==> src/rtl/instruction_fetch.sv <==
`default_nettype none
// ============================================================================
// Module      : instruction_fetch
// Description : Fetch stage of the 8-bit CPU. Owns the program counter,
//               drives the program ROM address, buffers fetched bytes in a
//               small circular prefetch FIFO and hands them to decode over a
//               valid/ready handshake. Execute-stage redirects flush the FIFO
//               and reload the PC.
//               Optional feature macro: FETCH_RETIRE_COUNT_EN adds a 16-bit
//               retire_count output counting delivered instructions.
// Revision    : 1.0 - initial release
// ============================================================================
module instruction_fetch #(
    parameter logic [7:0] RESET_PC = 8'h00,
    parameter int         DEPTH    = 2
) (
    input  logic        clk,
    input  logic        rst,
    output logic [7:0]  rom_address,
    input  logic [7:0]  rom_data,
    output logic [7:0]  instr_data,
    output logic [7:0]  instr_addr,
    output logic        instr_valid,
    input  logic        instr_ready,
    input  logic        redirect_valid,
    input  logic [7:0]  redirect_target
`ifdef FETCH_RETIRE_COUNT_EN
    ,
    output logic [15:0] retire_count
`endif
);

    // Pointer width is kept at least one bit so DEPTH=1 still elaborates.
    localparam int c_PTR_W = (DEPTH > 1) ? $clog2(DEPTH) : 1;
    localparam int c_CNT_W = $clog2(DEPTH + 1);
    localparam logic [c_PTR_W-1:0] c_LAST_PTR = c_PTR_W'(DEPTH - 1);
    localparam logic [c_CNT_W-1:0] c_FULL_CNT = c_CNT_W'(DEPTH);

    logic [7:0]         r_pc;
    logic [7:0]         r_fifo_data [DEPTH];
    logic [7:0]         r_fifo_addr [DEPTH];
    logic [c_PTR_W-1:0] r_rd_ptr;
    logic [c_PTR_W-1:0] r_wr_ptr;
    logic [c_CNT_W-1:0] r_count;

    logic               w_full;
    logic               w_valid;
    logic               w_pop;
    logic               w_push;

    // Circular pointer advance; the buffer length need not be a power of two.
    function automatic logic [c_PTR_W-1:0] f_next_ptr(input logic [c_PTR_W-1:0] ptr);
        return (ptr == c_LAST_PTR) ? '0 : ptr + c_PTR_W'(1);
    endfunction

    // Handshake and push qualification. A pop frees a slot in the same cycle,
    // so a full FIFO still accepts a new byte while decode is draining it.
    always_comb begin
        w_full  = (r_count == c_FULL_CNT);
        w_valid = (r_count != '0);
        w_pop   = w_valid & instr_ready;
        w_push  = ~redirect_valid & (~w_full | w_pop);
    end

    // Head presentation; zeros when empty, no bypass from the ROM.
    always_comb begin
        rom_address = r_pc;
        instr_valid = w_valid;
        instr_data  = w_valid ? r_fifo_data[r_rd_ptr] : 8'h00;
        instr_addr  = w_valid ? r_fifo_addr[r_rd_ptr] : 8'h00;
    end

    // PC, pointers and occupancy. A redirect flushes everything and reloads
    // the PC without pushing; the target byte is fetched the next cycle.
    always_ff @(posedge clk) begin
        if (rst) begin
            r_pc     <= RESET_PC;
            r_rd_ptr <= '0;
            r_wr_ptr <= '0;
            r_count  <= '0;
        end else if (redirect_valid) begin
            r_pc     <= redirect_target;
            r_rd_ptr <= '0;
            r_wr_ptr <= '0;
            r_count  <= '0;
        end else begin
            if (w_push) begin
                r_pc     <= r_pc + 8'd1;
                r_wr_ptr <= f_next_ptr(r_wr_ptr);
            end
            if (w_pop) begin
                r_rd_ptr <= f_next_ptr(r_rd_ptr);
            end
            case ({w_push, w_pop})
                2'b10:   r_count <= r_count + c_CNT_W'(1);
                2'b01:   r_count <= r_count - c_CNT_W'(1);
                default: r_count <= r_count;
            endcase
        end
    end

    // FIFO storage; contents are don't-care until the count marks them live.
    always_ff @(posedge clk) begin
        if (!rst && w_push) begin
            r_fifo_data[r_wr_ptr] <= rom_data;
            r_fifo_addr[r_wr_ptr] <= r_pc;
        end
    end

`ifdef FETCH_RETIRE_COUNT_EN
    logic [15:0] r_retire_count;

    // Count every delivered instruction, including one popped during a redirect.
    always_ff @(posedge clk) begin
        if (rst) begin
            r_retire_count <= 16'h0000;
        end else if (w_pop) begin
            r_retire_count <= r_retire_count + 16'd1;
        end
    end

    assign retire_count = r_retire_count;
`endif

endmodule
`default_nettype wire

==> config.mk <==
export PLATFORM = sky130hd
export DESIGN_NAME = instruction_fetch
export DESIGN_NICKNAME = d
export VERILOG_FILES = /design/src/rtl/instruction_fetch.sv
export SDC_FILE = /design/constraint.sdc
export NUM_CORES = 1
export LEC_CHECK = 0
export CORE_MARGIN = 2
export CORE_UTILIZATION = 52
export DETAILED_ROUTE_END_ITERATION = 16
export PLACE_DENSITY_LB_ADDON = 0.08
export SYNTH_ARGS = -nofsm -noshare
export SYNTH_HDL_FRONTEND = slang
export SYNTH_SLANG_ARGS = --single-unit
==> constraint.sdc <==
create_clock -name clk -period 7 [get_ports clk]
set_input_delay 1.05 -clock clk [delete_from_list [all_inputs] [get_ports clk]]
set_output_delay 1.05 -clock clk [all_outputs]
set_load 0.1 [all_outputs]
==> reports/qor_table.md <==
| Result | Reported |
|---|---|
| Status | completed |
| Main combinational cell family by area after synthesis | simple AND/OR/NAND/NOR gates |
| Clock latency on the worst-skew pair | 0.35 ns |
| Worst min path class | flip-flop to flip-flop |
| Post-synthesis share of cell area spent on xor and xnor gates | 0.0191 |
| Final antenna-violating net count | 0 |
| Clock skew | 0.0118 ns |
| Clock transition at the registers of the reported paths | 0.13 ns |
| Relative area change from synthesis to final layout | 31.3% |
| Number of flops mapped to enable cells by yosys | 32 |
| Max-capacitance violation count | 0 |
| Final Cycle Share | 0.540 |
| Final worst path period need | 3.78 ns |
| Detailed router's first-iteration violation count | 51 |
| Minimum setup slack after placement | 3.57 ns |
| Final hold violation count | 0 |
| Mean routed wirelength per cell | 14.3 µm |
| DRT Pass-1 Iters | 4 |
| Final wirelength | 3360 µm |
| Top Ports | 45 |
| CP Class | flip-flop to output pin |
| R2R Setup Slk | 5.20 ns |
| Post-route worst setup slack | 3.22 ns |
| Vias | 1,266 |
| Global-route usage over all layers | 0.180 |
| Number of library cell types mapped by synthesis | 26 |
| Placer's final routability congestion estimate | 0.792 |
| Critical path capture point type | output pin |
| Transition time at the pin with the least slew margin | 1.12 ns |
| Number of slew-limit violations in the final report | 0 |
| Sequential cell area fraction in the yosys report | 0.667 |
| Dominant cell by count in the synthesized netlist | sky130_fd_sc_hd__edfxtp_1 |
| Final setup violation count | 0 |
| Power per standard cell area | 240 nW/µm² |
| Post-synthesis average cell area | 13.0 µm² |
| Number of instances in the synthesized netlist | 141 |
| Sink Count | 45 |
| Worst vdd ir | 134 µV |
| Yosys synthesis warning count | 0 |
| Leakage power | 0.767 nW |
| Estimated wirelength of the detail-placed design | 2310 µm |
| Library cell used as clock root buffer | sky130_fd_sc_hd__clkbuf_4 |
| Overall die area | 4010 µm² |
| Mux share of post-synthesis cell area | 0.0874 |
| Register-to-Register Path Depth | 3 |
| Worst EP arrival | 2.73 ns |
| Placeable Area | 3360 µm² |
| Final total negative setup slack | 0 ns |
| CTS tree | done |
| Cell types with the highest counts after synthesis | 32 x sky130_fd_sc_hd__edfxtp_1, 24 x sky130_fd_sc_hd__nor2_1, 16 x sky130_fd_sc_hd__mux2i_1 |
| Fillcell total | 263 |
| Number of flip-flops and latches in the synthesized netlist | 45 |
| Cells taking the most area after synthesis | sky130_fd_sc_hd__edfxtp_1 52%, sky130_fd_sc_hd__dfxtp_1 14%, sky130_fd_sc_hd__mux2i_1 8.7% |
| Number of cells upsized or downsized after cts | 0 |
| Die X-Extent | 63.4 µm |
| Number of antenna repair diodes | 0 |
| Worst hold path cell count | 0 |
| Headroom to the max-slew limit | 0.248 |
| Placement row count | 21 |
| Async set-or-reset flop fraction in the synthesized netlist | 0 |
| Global route total overflow | 0 |
| Port-buffer cells | 44 |
| Largest net degree at the start of global routing | 19 |
| Share of layout cells above drive strength 1 | 0.0691 |
| Required time at the endpoint of the critical path | 5.95 ns |
| Number of antenna violations at the first check in global routing | 0 |
| Maximum buffer depth of the clock tree | 2 |
| Setup bufs post-CTS | 0 |
| Area fraction in and, or, nand and nor cells after synthesis | 0.133 |
| Post-detailed-route via-to-cell ratio | 5.41 |
| DRC errors left | 0 |
| Maximum net fanout on the critical path | 18 |
| Share of Yosys cell area claimed by the top area cell type | 0.525 |
| Synthesized-area fraction occupied by ao, oa, aoi and oai cells | 0.0635 |
| H-tree depth | 2 |
| Synthesized-area fraction occupied by adder cells | 0.00683 |
| RSZ-0062 raised after global routing | false |
| Wire length of the first global-routing pass | 5440 µm |
| Synth Net Count | 162 |
| Hold buffer count at CTS | 0 |
| Nature of the critical path startpoint | flip-flop |
| Die extent in y | 63.4 µm |
| Post-synthesis cell area | 1830 µm² |
| Highest Clock Rate | 264 MHz |
| Number of clock buffers inserted by TritonCTS | 5 |
| Initial Utilization | 0.545 |
| Vias in the first global route | 1,167 |
| Leading area contributor after synthesis | sky130_fd_sc_hd__edfxtp_1 |
| Post-layout net count | 208 |
| Flip-flop cell with the highest count after synthesis | sky130_fd_sc_hd__edfxtp_1 |
[area by class of cell]
cell class	count	area [µm²]	area share
Clock buffer	5	37.5	0.0156
Clock inverter	3	41.3	0.0172
Inverter	3	11.3	0.00468
Multi-Input combinational cell	86	581	0.241
Sequential cell	45	1220	0.508
Tap cell	46	57.6	0.0239
Timing Repair Buffer	46	455	0.189
[per-layer routing]
layer / track usage / vias to the layer above / routed length, µm
li1: - / 624 / -
met1: 0.231 / 597 / 1450
met2: 0.282 / 38 / 1650
met3: 0.0571 / 7 / 204
met4: 0.0734 / 0 / 55
met5: 0 / - / 0
[metrics by stage]
step	instance area (µm²)	total power, mW	util	instances	hold slack, ns
finish	2400	0.578	0.715	234	0.537
global route	2400	0.597	0.715	234	0.559
CTS	2400	0.582	0.715	234	0.538
detailed placement	2330	0.430	0.692	226	0.513
global placement	2330	0.428	0.692	226	0.518
floorplan	1830	0.395	-	141	0.520
[path summary, 6_finish.rpt]
check                                                 start                     endpoint
worst max register to register      r_count[1]$_SDFFE_PP0P_  rom_address[4]$_SDFFE_PP0P_
worst max-delay path                r_count[0]$_SDFFE_PP0P_                instr_addr[1]
worst min register to register  rom_address[5]$_SDFFE_PP0P_  r_fifo_addr[1][5]$_DFFE_PP_
worst min-delay path            rom_address[5]$_SDFFE_PP0P_  r_fifo_addr[1][5]$_DFFE_PP_
[cell families after synthesis]
family	count (synthesis)
muxes	16
DFF	45
and+or+nand+nor	49
adders and majority gates	1
xor gates and xnor gates	4
AOI/OAI and AO/OA	16
buffers and inverters	10
[flip-flops by register name, indices dropped and copies added, names as in the netlist, named ones only]
name / flops
r_fifo_addr: 16
r_rd_ptr: 1
r_fifo_data: 16
r_wr_ptr: 1
rom_address: 8
r_count: 2
[cell usage in the layout (no fill, tap or decap), types with 2 or more instances in the layout]
master	netlist	final
sky130_fd_sc_hd__a311oi_1	7	7
sky130_fd_sc_hd__buf_4	0	2
sky130_fd_sc_hd__clkbuf_4	0	5
sky130_fd_sc_hd__clkdlybuf4s50_1	0	44
sky130_fd_sc_hd__dfxtp_1	13	13
sky130_fd_sc_hd__edfxtp_1	32	32
sky130_fd_sc_hd__inv_1	3	3
sky130_fd_sc_hd__mux2i_1	16	16
sky130_fd_sc_hd__nand2_1	3	3
sky130_fd_sc_hd__nand3_1	4	4
sky130_fd_sc_hd__nor2_1	24	24
sky130_fd_sc_hd__nor3_1	5	5
sky130_fd_sc_hd__o21ai_0	4	4
sky130_fd_sc_hd__o31ai_1	4	4
sky130_fd_sc_hd__or3_1	3	3
sky130_fd_sc_hd__or4_1	3	3
sky130_fd_sc_hd__xnor2_1	3	3
[critical path, cell delays in order, from the launching register on]
cell and delay (ns):
sky130_fd_sc_hd__dfxtp_1 0.38, sky130_fd_sc_hd__nor2_1 0.86, sky130_fd_sc_hd__nor2_1 0.12, sky130_fd_sc_hd__clkdlybuf4s50_1 1.01
[power breakdown]
group	internal (mW)	leakage [nW]	switching (mW)
clock network	0.0740	0.0389	0.0795
registers	0.297	0.405	0.0105
logic	0.0330	0.324	0.0835
Power figures use the tool's default switching activity.
